### src/rtl/alu_operand_stage_pkg.sv
// rtl/alu_operand_stage_pkg.sv - shared constants for the ALU operand stage
package alu_operand_stage_pkg;

  localparam int NUM_REGS = 32;
  localparam int ADDR_W   = 5;
  localparam int DATA_W   = 32;
  localparam int FLAG_W   = 4;

  // flags vector is {negative, carryout, overflow, zero}
  localparam int FLAG_ZERO     = 0;
  localparam int FLAG_OVERFLOW = 1;
  localparam int FLAG_CARRY    = 2;
  localparam int FLAG_NEGATIVE = 3;

  typedef enum logic [2:0] {
    OP_NOP   = 3'd0,
    OP_ADD   = 3'd1,
    OP_SUB   = 3'd2,
    OP_AND   = 3'd3,
    OP_OR    = 3'd4,
    OP_XOR   = 3'd5,
    OP_CMP   = 3'd6,
    OP_SHIFT = 3'd7
  } opcode_t;

endpackage

### src/rtl/alu_operand_stage_if.sv
// rtl/alu_operand_stage_if.sv - issue, write-back, flag and operand signals of the stage
interface alu_operand_stage_if;
  import alu_operand_stage_pkg::*;

  logic [ADDR_W-1:0] readAddrA;
  logic [ADDR_W-1:0] readAddrB;
  logic [2:0]        controlIn;
  logic              validIn;
  logic [ADDR_W-1:0] writeAddr;
  logic [DATA_W-1:0] writeData;
  logic              writeEnable;
  logic [FLAG_W-1:0] flagsIn;
  logic              flagsEnable;
  logic [DATA_W-1:0] busA;
  logic [DATA_W-1:0] busB;
  logic [2:0]        control;
  logic              validOut;
  logic [FLAG_W-1:0] flags;

  modport master (
    output readAddrA, readAddrB, controlIn, validIn,
    output writeAddr, writeData, writeEnable, flagsIn, flagsEnable,
    input  busA, busB, control, validOut, flags
  );

  modport slave (
    input  readAddrA, readAddrB, controlIn, validIn,
    input  writeAddr, writeData, writeEnable, flagsIn, flagsEnable,
    output busA, busB, control, validOut, flags
  );

endinterface

### src/rtl/alu_operand_stage_reg32.sv
// rtl/alu_operand_stage_reg32.sv - 32-bit register with synchronous reset and load enable
module reg32
  import alu_operand_stage_pkg::*;
(
  input  logic              clk,
  input  logic              rst,
  input  logic              load,
  input  logic [DATA_W-1:0] d,
  output logic [DATA_W-1:0] q
);

  always_ff @(posedge clk) begin
    if (rst)       q <= '0;
    else if (load) q <= d;
  end

endmodule

### src/rtl/alu_operand_stage.sv
// rtl/alu_operand_stage.sv - register file with write-through bypass feeding registered ALU operands
module alu_operand_stage
  import alu_operand_stage_pkg::*;
(
  input  logic                 clk,
  input  logic                 rst,
  alu_operand_stage_if.slave   bus
);

  logic [DATA_W-1:0] entry_q [NUM_REGS];
  logic [DATA_W-1:0] opnd_a;
  logic [DATA_W-1:0] opnd_b;
  logic              wr_live;

  assign entry_q[0] = '0;

  genvar i;
  generate
    for (i = 1; i < NUM_REGS; i++) begin : g_entry
      reg32 u_entry (
        .clk  (clk),
        .rst  (rst),
        .load (bus.writeEnable && (bus.writeAddr == ADDR_W'(i))),
        .d    (bus.writeData),
        .q    (entry_q[i])
      );
    end
  endgenerate

  // A write to r0 is discarded, so it must not forward either
  assign wr_live = bus.writeEnable && (bus.writeAddr != '0);

  always_comb begin
    opnd_a = entry_q[bus.readAddrA];
    opnd_b = entry_q[bus.readAddrB];
    if (wr_live && (bus.writeAddr == bus.readAddrA)) opnd_a = bus.writeData;
    if (wr_live && (bus.writeAddr == bus.readAddrB)) opnd_b = bus.writeData;
  end

  reg32 u_bus_a (
    .clk  (clk),
    .rst  (rst),
    .load (bus.validIn),
    .d    (opnd_a),
    .q    (bus.busA)
  );

  reg32 u_bus_b (
    .clk  (clk),
    .rst  (rst),
    .load (bus.validIn),
    .d    (opnd_b),
    .q    (bus.busB)
  );

  always_ff @(posedge clk) begin
    if (rst) begin
      bus.control  <= '0;
      bus.validOut <= 1'b0;
      bus.flags    <= '0;
    end else begin
      bus.validOut <= bus.validIn;
      if (bus.validIn)     bus.control <= bus.controlIn;
      if (bus.flagsEnable) bus.flags   <= bus.flagsIn;
    end
  end

endmodule

### src/flat_wrapper.sv
// flat-port wrapper written by rule: the top's interface ports become plain ports
module alu_operand_stage_flat import alu_operand_stage_pkg::*;
  (clk, rst, bus_readAddrA, bus_readAddrB, bus_controlIn, bus_validIn, bus_writeAddr, bus_writeData, bus_writeEnable, bus_flagsIn, bus_flagsEnable, bus_busA, bus_busB, bus_control, bus_validOut, bus_flags);
  alu_operand_stage_if bus_i ();
  input  logic clk;
  input  logic rst;
  input wire logic [$bits(bus_i.readAddrA)-1:0] bus_readAddrA;
  input wire logic [$bits(bus_i.readAddrB)-1:0] bus_readAddrB;
  input wire logic [$bits(bus_i.controlIn)-1:0] bus_controlIn;
  input wire logic [$bits(bus_i.validIn)-1:0] bus_validIn;
  input wire logic [$bits(bus_i.writeAddr)-1:0] bus_writeAddr;
  input wire logic [$bits(bus_i.writeData)-1:0] bus_writeData;
  input wire logic [$bits(bus_i.writeEnable)-1:0] bus_writeEnable;
  input wire logic [$bits(bus_i.flagsIn)-1:0] bus_flagsIn;
  input wire logic [$bits(bus_i.flagsEnable)-1:0] bus_flagsEnable;
  output wire logic [$bits(bus_i.busA)-1:0] bus_busA;
  output wire logic [$bits(bus_i.busB)-1:0] bus_busB;
  output wire logic [$bits(bus_i.control)-1:0] bus_control;
  output wire logic [$bits(bus_i.validOut)-1:0] bus_validOut;
  output wire logic [$bits(bus_i.flags)-1:0] bus_flags;
  assign bus_i.readAddrA = bus_readAddrA;
  assign bus_i.readAddrB = bus_readAddrB;
  assign bus_i.controlIn = bus_controlIn;
  assign bus_i.validIn = bus_validIn;
  assign bus_i.writeAddr = bus_writeAddr;
  assign bus_i.writeData = bus_writeData;
  assign bus_i.writeEnable = bus_writeEnable;
  assign bus_i.flagsIn = bus_flagsIn;
  assign bus_i.flagsEnable = bus_flagsEnable;
  assign bus_busA = bus_i.busA;
  assign bus_busB = bus_i.busB;
  assign bus_control = bus_i.control;
  assign bus_validOut = bus_i.validOut;
  assign bus_flags = bus_i.flags;
  alu_operand_stage u_core (.clk(clk), .rst(rst), .bus(bus_i));
endmodule
### config.mk
export PLATFORM = sky130hd
export DESIGN_NAME = alu_operand_stage_flat
export DESIGN_NICKNAME = d
export VERILOG_FILES = /design/src/rtl/alu_operand_stage_pkg.sv /design/src/rtl/alu_operand_stage_if.sv /design/src/rtl/alu_operand_stage_reg32.sv /design/src/rtl/alu_operand_stage.sv /design/src/flat_wrapper.sv
export SDC_FILE = /design/constraint.sdc
export NUM_CORES = 2
export LEC_CHECK = 0
export CORE_MARGIN = 5
export CORE_UTILIZATION = 55
export CTS_CLUSTER_SIZE = 8
export DETAILED_ROUTE_END_ITERATION = 10
export PLACE_DENSITY = 0.69
export SETUP_SLACK_MARGIN = 0.15
export SYNTH_ARGS = -nofsm -noshare
export SYNTH_HDL_FRONTEND = slang
export SYNTH_HIERARCHICAL = 1
export SYNTH_SLANG_ARGS = --single-unit
### constraint.sdc
create_clock -name clk -period 3 [get_ports clk]
set_clock_uncertainty 0.05 [all_clocks]
set_input_delay 0.3 -clock clk [delete_from_list [all_inputs] [get_ports clk]]
set_output_delay 0.3 -clock clk [all_outputs]
set_load 0.005 [all_outputs]
# ---- After elaboration in Yosys (flattened, before gate mapping)
# Index checks and enable logic that the tools add are counted.
dict set report totals {
  register_bits 1064
  output_inout_bits 72
  ram_bits 0
  n_memories 0
  rom_bits 0
  inputBits 59
  latch_bits 0
}
dict set report classes {
  mux 8
  div_mod_pow 0
  n_mul 0
  reduce_logical 35
  n_eq_ne 33
  bitwise 2
  add_sub_neg 0
  shift 0
  n_lt_le_gt_ge 2
}
# cell count
set op_table {}
lappend op_table {{binary-select mux 32 bit (select 5 bit)} 2}
lappend op_table {{two-way mux 32 bit} 6}
lappend op_table {{== test 5 bit, second input constant} 16}
lappend op_table {{== test 5 x 4 -> 1 bit, second input constant} 8}
lappend op_table {{logical AND 1 bit} 34}
lappend op_table {{== test 5 x 3 -> 1 bit, second input constant} 4}
lappend op_table {{>= comparator 6 bit, second input constant} 2}
lappend op_table {{inverter 5 -> 6 bit} 2}
lappend op_table {{== test 5 x 2 -> 1 bit, second input constant} 2}
lappend op_table {{== test 5 bit} 2}
lappend op_table {{== test 5 x 1 -> 1 bit, second input constant} 1}
lappend op_table {{nonzero test 5 bit} 1}

# ---- Longest topological paths before layout
dict set report logic_depth {
  word_depth 5
  ltp_mapped 12
  depth_no_buf 7
}

# ---- Cells and area by module
# The synthesis kept the hierarchy.
# module area_per_inst_um2 seq_area_each_um2 n_inst cells_each
set modules_own_cells {}
lappend modules_own_cells {reg32 1163.6 640.6 33 103}
lappend modules_own_cells {alu_operand_stage 16957.5 160.2 1 1469}

# ---- Least setup slack after synthesis
# OpenSTA, ideal clock, no wires.
dict set report synth_path {
  path_kind {input-to-reg}
  startpoint {in bus_readAddrB[0]}
  endpoint {reg u_core.u_bus_b.q[10]}
  setup_slack_ps 578
  arrival_ps 2244
  setup_ps 128
  path_stages 9
  n_path_buf 3
  required_ps 2822
  cell_sequence {buf_2 > buf_2 > buf_2 > mux4_2 > mux2_2 > a211oi_1 > nor3_1 > mux2i_1 > nor2_1}
}
dict set report synth_via {
  elab_chain_cells 5
}
# element line
set synth_rtl {}
lappend synth_rtl {{start, declared} flat_wrapper.sv:8} ;# input wire logic [$bits(bus_i.readAddrB)-1:0] bus_readAddrB;
lappend synth_rtl {{inverter 5 -> 6 bit (implied by the code)} alu_operand_stage.sv:35} ;# opnd_b = entry_q[bus.readAddrB];
lappend synth_rtl {{binary-select mux 32 bit (select 5 bit)} alu_operand_stage.sv:35}
lappend synth_rtl {{two-way mux 32 bit (implied by the code) (2 in a row)} alu_operand_stage.sv:35}
lappend synth_rtl {{two-way mux 32 bit *} alu_operand_stage.sv:37} ;# if (wr_live && (bus.writeAddr == bus.readAddrB)) opnd_b = bus.writeData;
lappend synth_rtl {{named net u_core.opnd_b[10]} alu_operand_stage.sv:12} ;# logic [DATA_W-1:0] opnd_b;
lappend synth_rtl {{end signal, assigned} alu_operand_stage_reg32.sv:13} ;# if (rst) q <= '0;
lappend synth_rtl {{end signal, assigned} alu_operand_stage_reg32.sv:14} ;# else if (load) q <= d;
lappend synth_rtl {{end, declared} alu_operand_stage_reg32.sv:9} ;# output logic [DATA_W-1:0] q
# Mark *: on every way through the listed nets, which the timed path passes. The rest lies on a longest branch. The select of a mux whose other input is x is not followed.
# A chain may end at the register's enable or synchronous reset.

# ---- Final worst setup path
dict set report layout_path {
  startpoint {reg u_core.u_bus_a.q[1]}
  endpoint {out bus_busA[1]}
}
# element line
set layout_lines {}
lappend layout_lines {{start, declared} alu_operand_stage_reg32.sv:9}
lappend layout_lines {{start signal, assigned} alu_operand_stage_reg32.sv:13}
lappend layout_lines {{start signal, assigned} alu_operand_stage_reg32.sv:14}
lappend layout_lines {{end, declared} flat_wrapper.sv:16} ;# output wire logic [$bits(bus_i.busA)-1:0] bus_busA;
# No word-level cell between the ends.

==> impl_results.md <==
- Post-DRT Antenna Nets: 0
- Worst Path Max Fanout: 2
- Synthesized area per cell: 11.4 um2
- Leak: 21.4 nW
- CP Cell Sequence: clkdlybuf4s50_1
- Dpl ws: ~0.22 ns
- Post-layout util: 0.623
- Placed Area: around 58000 um2
- Max Cap Viol: 0
- WL/cell: about 28 um
- Synthesized flop and latch total: ~1100
- Reg2Reg Setup Slack: about 0.85 ns
- Die Wd: roughly 330 um
- Clock Sinks: around 1100
- Register area share after synthesis: 0.385
- Total GRT Usage: 0.319
- Clock latency on the worst-skew pair: ~0.75 ns
- Max frequency: 433 MHz
- Routed wire length: 176 mm
- R2r endpoint: u_core/u_bus_b/q[5]
- Total grt overflow: 0
- GP Congestion: around 0.85
- Vias in the first global route: 41100
- Min-Delay Startpoint: bus_validIn
- Row Count: roughly 120
- Die area: 107000 um2
- First-pass GRT wire length: around 260 mm
- Max-slew headroom: 0.362
- Hold endpoint: u_core/bus.validOut
- Outcome: completed
- Largest stage delay on the critical path: around 0.61 ns
- Avg Vias per Cell: between 6 and 7
- WHS Path Cells: 2
- Final Critical Period: roughly 2.3 ns
- Worst Reg-to-Reg Cells: 6
- Number of remaining DRC errors: 0
- Worst Path Buf+Inv: 1
- Synthesized instance count: 4868
- Final setup vio count: 0
- DR pass1 iterations: 6
- Hold Crit Class: primary input to flip-flop
- Layout cells sized above 1: 0.213
- Area Overhead vs Synth: 12.5%
- Clock root buffer: clkbuf_16
- CTS tree: yes
- Port Buffers: 130
- PwrDens: 529 nW/um2
- Core box area: between 100000 and 150000 um2
- Final setup TNS: 0 ns
- Cell area after synthesis: 55400 um2
- Worst Path Required: between 2 and 3 ns
- Cell area after layout: between 60000 and 70000 um2
- Die Y: 327 um
- R2R Path Start: u_core/g_entry[10].u_entry/q[5]
- RSZ-0062 raised after global routing: no
- Synth Flop Type: dfxtp_1
- Clock buffer depth: 3
- Crit start category: flip-flop
- FFs w/ async S/R, synth: 0
- CTS clk-pin slew, worst paths: 0.05 ns
- Top-Level Pins: between 100 and 150
- CP max-delay cell: clkdlybuf4s50_1
- Yosys cell types: 44
- Post-Syn Nets: between 4000 and 5000
- Final hold viol count: 0
- Worst slew pin tran: about 0.95 ns
- Max-slew violations: 0
- CP Capture Type: primary output
- Largest net degree at the start of global routing: ~110
- Critical path arrival: between 1.5 and 2 ns
- Final net count: approximately 5000
- Final worst setup slack: 0.692 ns
- Post-synth EDFFs: 0
- Synth warnings: 6
- Iteration-0 DRC Markers: 4868
- Worst VDD drop: between 500 and 600 uV
- Routed vias: between 40000 and 50000
- Starting Density: 0.554
- CTS Buf Count: about 150
- Htree depth: 4
- Crit Path Class: flip-flop to primary output
- DP HPWL: 105 mm
- Initial antenna violation count: 2
- Worst path top cell family by delay: buffers and inverters
- Tcrit/Tclk final: 0.769
registers in the layout, summed over array words and instances, names as in the netlist:
name,count
u_core/bus.validOut,1
u_core/u_bus_b/q,32
u_core/bus.control,3
u_core/u_bus_a/q,32
u_core/g_entry.u_entry/q,992
u_core/bus.flags,4
worst max-delay path by stage:
| stage | startpoint | end | slack, ns | cells after the start |
|---|---|---|---|---|
| floorplan | bus_readAddrB[0] | u_core/u_bus_b/q[10] | 0.58 | 9 |
| global placement | bus_readAddrB[0] | u_core/u_bus_b/q[29] | 0.21 | 8 |
| detailed placement | bus_readAddrB[0] | u_core/u_bus_b/q[29] | 0.22 | 8 |
| CTS | u_core/u_bus_a/q[1] | bus_busA[1] | 0.68 | 1 |
| global route | u_core/u_bus_a/q[1] | bus_busA[1] | 0.60 | 1 |
| finish | u_core/u_bus_a/q[1] | bus_busA[1] | 0.69 | 1 |
metrics by stage:
stage / hold slack [ns] / power (W) / cells
5_1_grt: 0.0872 / 0.0338 / 6300
4_1_cts: 0.0773 / 0.0330 / 6300
3_5_place_dp: 0.436 / 0.0177 / 6131
6_report: 0.114 / 0.0329 / 6302
3_3_place_gp: 0.422 / 0.0177 / 6131
2_1_floorplan: 0.322 / 0.0164 / 4868
synthesized netlist by cell type, types with 3 or more instances:
cell type | number | area (um2)
nand2_1 | 46 | 173
buf_6 | 41 | 462
buf_1 | 15 | 56.3
nand3b_1 | 3 | 22.5
or3_1 | 32 | 200
mux4_2 | 436 | 9820
a2111oi_0 | 3 | 26.3
buf_12 | 99 | 1980
nand3_1 | 12 | 60.1
nor3b_1 | 28 | 210
a211oi_1 | 30 | 225
nor2b_1 | 13 | 81.3
o211a_1 | 3 | 30.0
o31ai_1 | 3 | 22.5
buf_2 | 74 | 370
dfxtp_1 | 1064 | 21300
clkbuf_1 | 205 | 769
nor2_1 | 1152 | 4320
mux2_2 | 124 | 1400
o22ai_1 | 94 | 588
o21ai_1 | 31 | 155
o2111ai_1 | 3 | 26.3
a221oi_1 | 98 | 858
xnor2_1 | 8 | 70.1
buf_4 | 9 | 67.6
nand2b_1 | 7 | 43.8
a31oi_1 | 3 | 18.8
mux2i_1 | 1150 | 11500
nor3_1 | 63 | 315
cell type report:
type,instances,area [um2]
fillers,7788,37700
multi-input cells,3360,30600
flip-flops and latches,1064,21300
repair buffers,409,4630
clock buffers,161,4000
well taps,1298,1620
clock inverters,7,97.6
diodes,2,5.00
inverters,1,3.75
cell usage in the layout (no fill, tap or decap), drive strengths merged, types with 32 or more instances in the layout:
| master | synthesis | routed |
|---|---|---|
| a221oi | 98 | 98 |
| buf | 238 | 287 |
| clkbuf | 205 | 163 |
| clkdlybuf4s50 | 0 | 119 |
| dfxtp | 1064 | 1064 |
| mux2 | 124 | 124 |
| mux2i | 1150 | 1150 |
| mux4 | 436 | 436 |
| nand2 | 46 | 46 |
| nor2 | 1152 | 1152 |
| nor3 | 64 | 64 |
| o21ai | 32 | 32 |
| o22ai | 94 | 94 |
| or3 | 32 | 32 |
timing repair:
action                    in CTS  in global routing
hold buffers                   1                  0
hold endpoints to repair      40                  0
resized for setup              0                  0
setup buffers                  0                  0
cells by family (layout without fill, tap and decap cells):
group / count (synthesis) / in the layout / share of synthesized area
AO/OA/AOI/OAI: 274 / 274 / 0.0363
XOR/XNOR: 10 / 10 / 0.00158
buffers and inverters: 444 / 578 / 0.0670
flip-flops: 1064 / 1064 / 0.385
multiplexers: 1710 / 1710 / 0.411
other: 0 / 2 / 0
AND/OR/NAND/NOR: 1366 / 1366 / 0.0997
per-layer routing:
| layer | part of all wire | GRT usage | vias to the layer above |
|---|---|---|---|
| met5 | 0 | 0 | - |
| met1 | 0.42 | 0.454 | 20800 |
| met4 | 0.036 | 0.117 | 0 |
| li1 | - | - | 18000 |
| met2 | 0.45 | 0.488 | 2316 |
| met3 | 0.10 | 0.0636 | 396 |
power by group:
part           switching (W)  internal, W  leakage, nW
sequential          0.000143       0.0143         8.59
clock                0.00609      0.00928         2.01
combinational        0.00185      0.00122         10.8
Note: power is estimated with default switching activity, not from simulation.
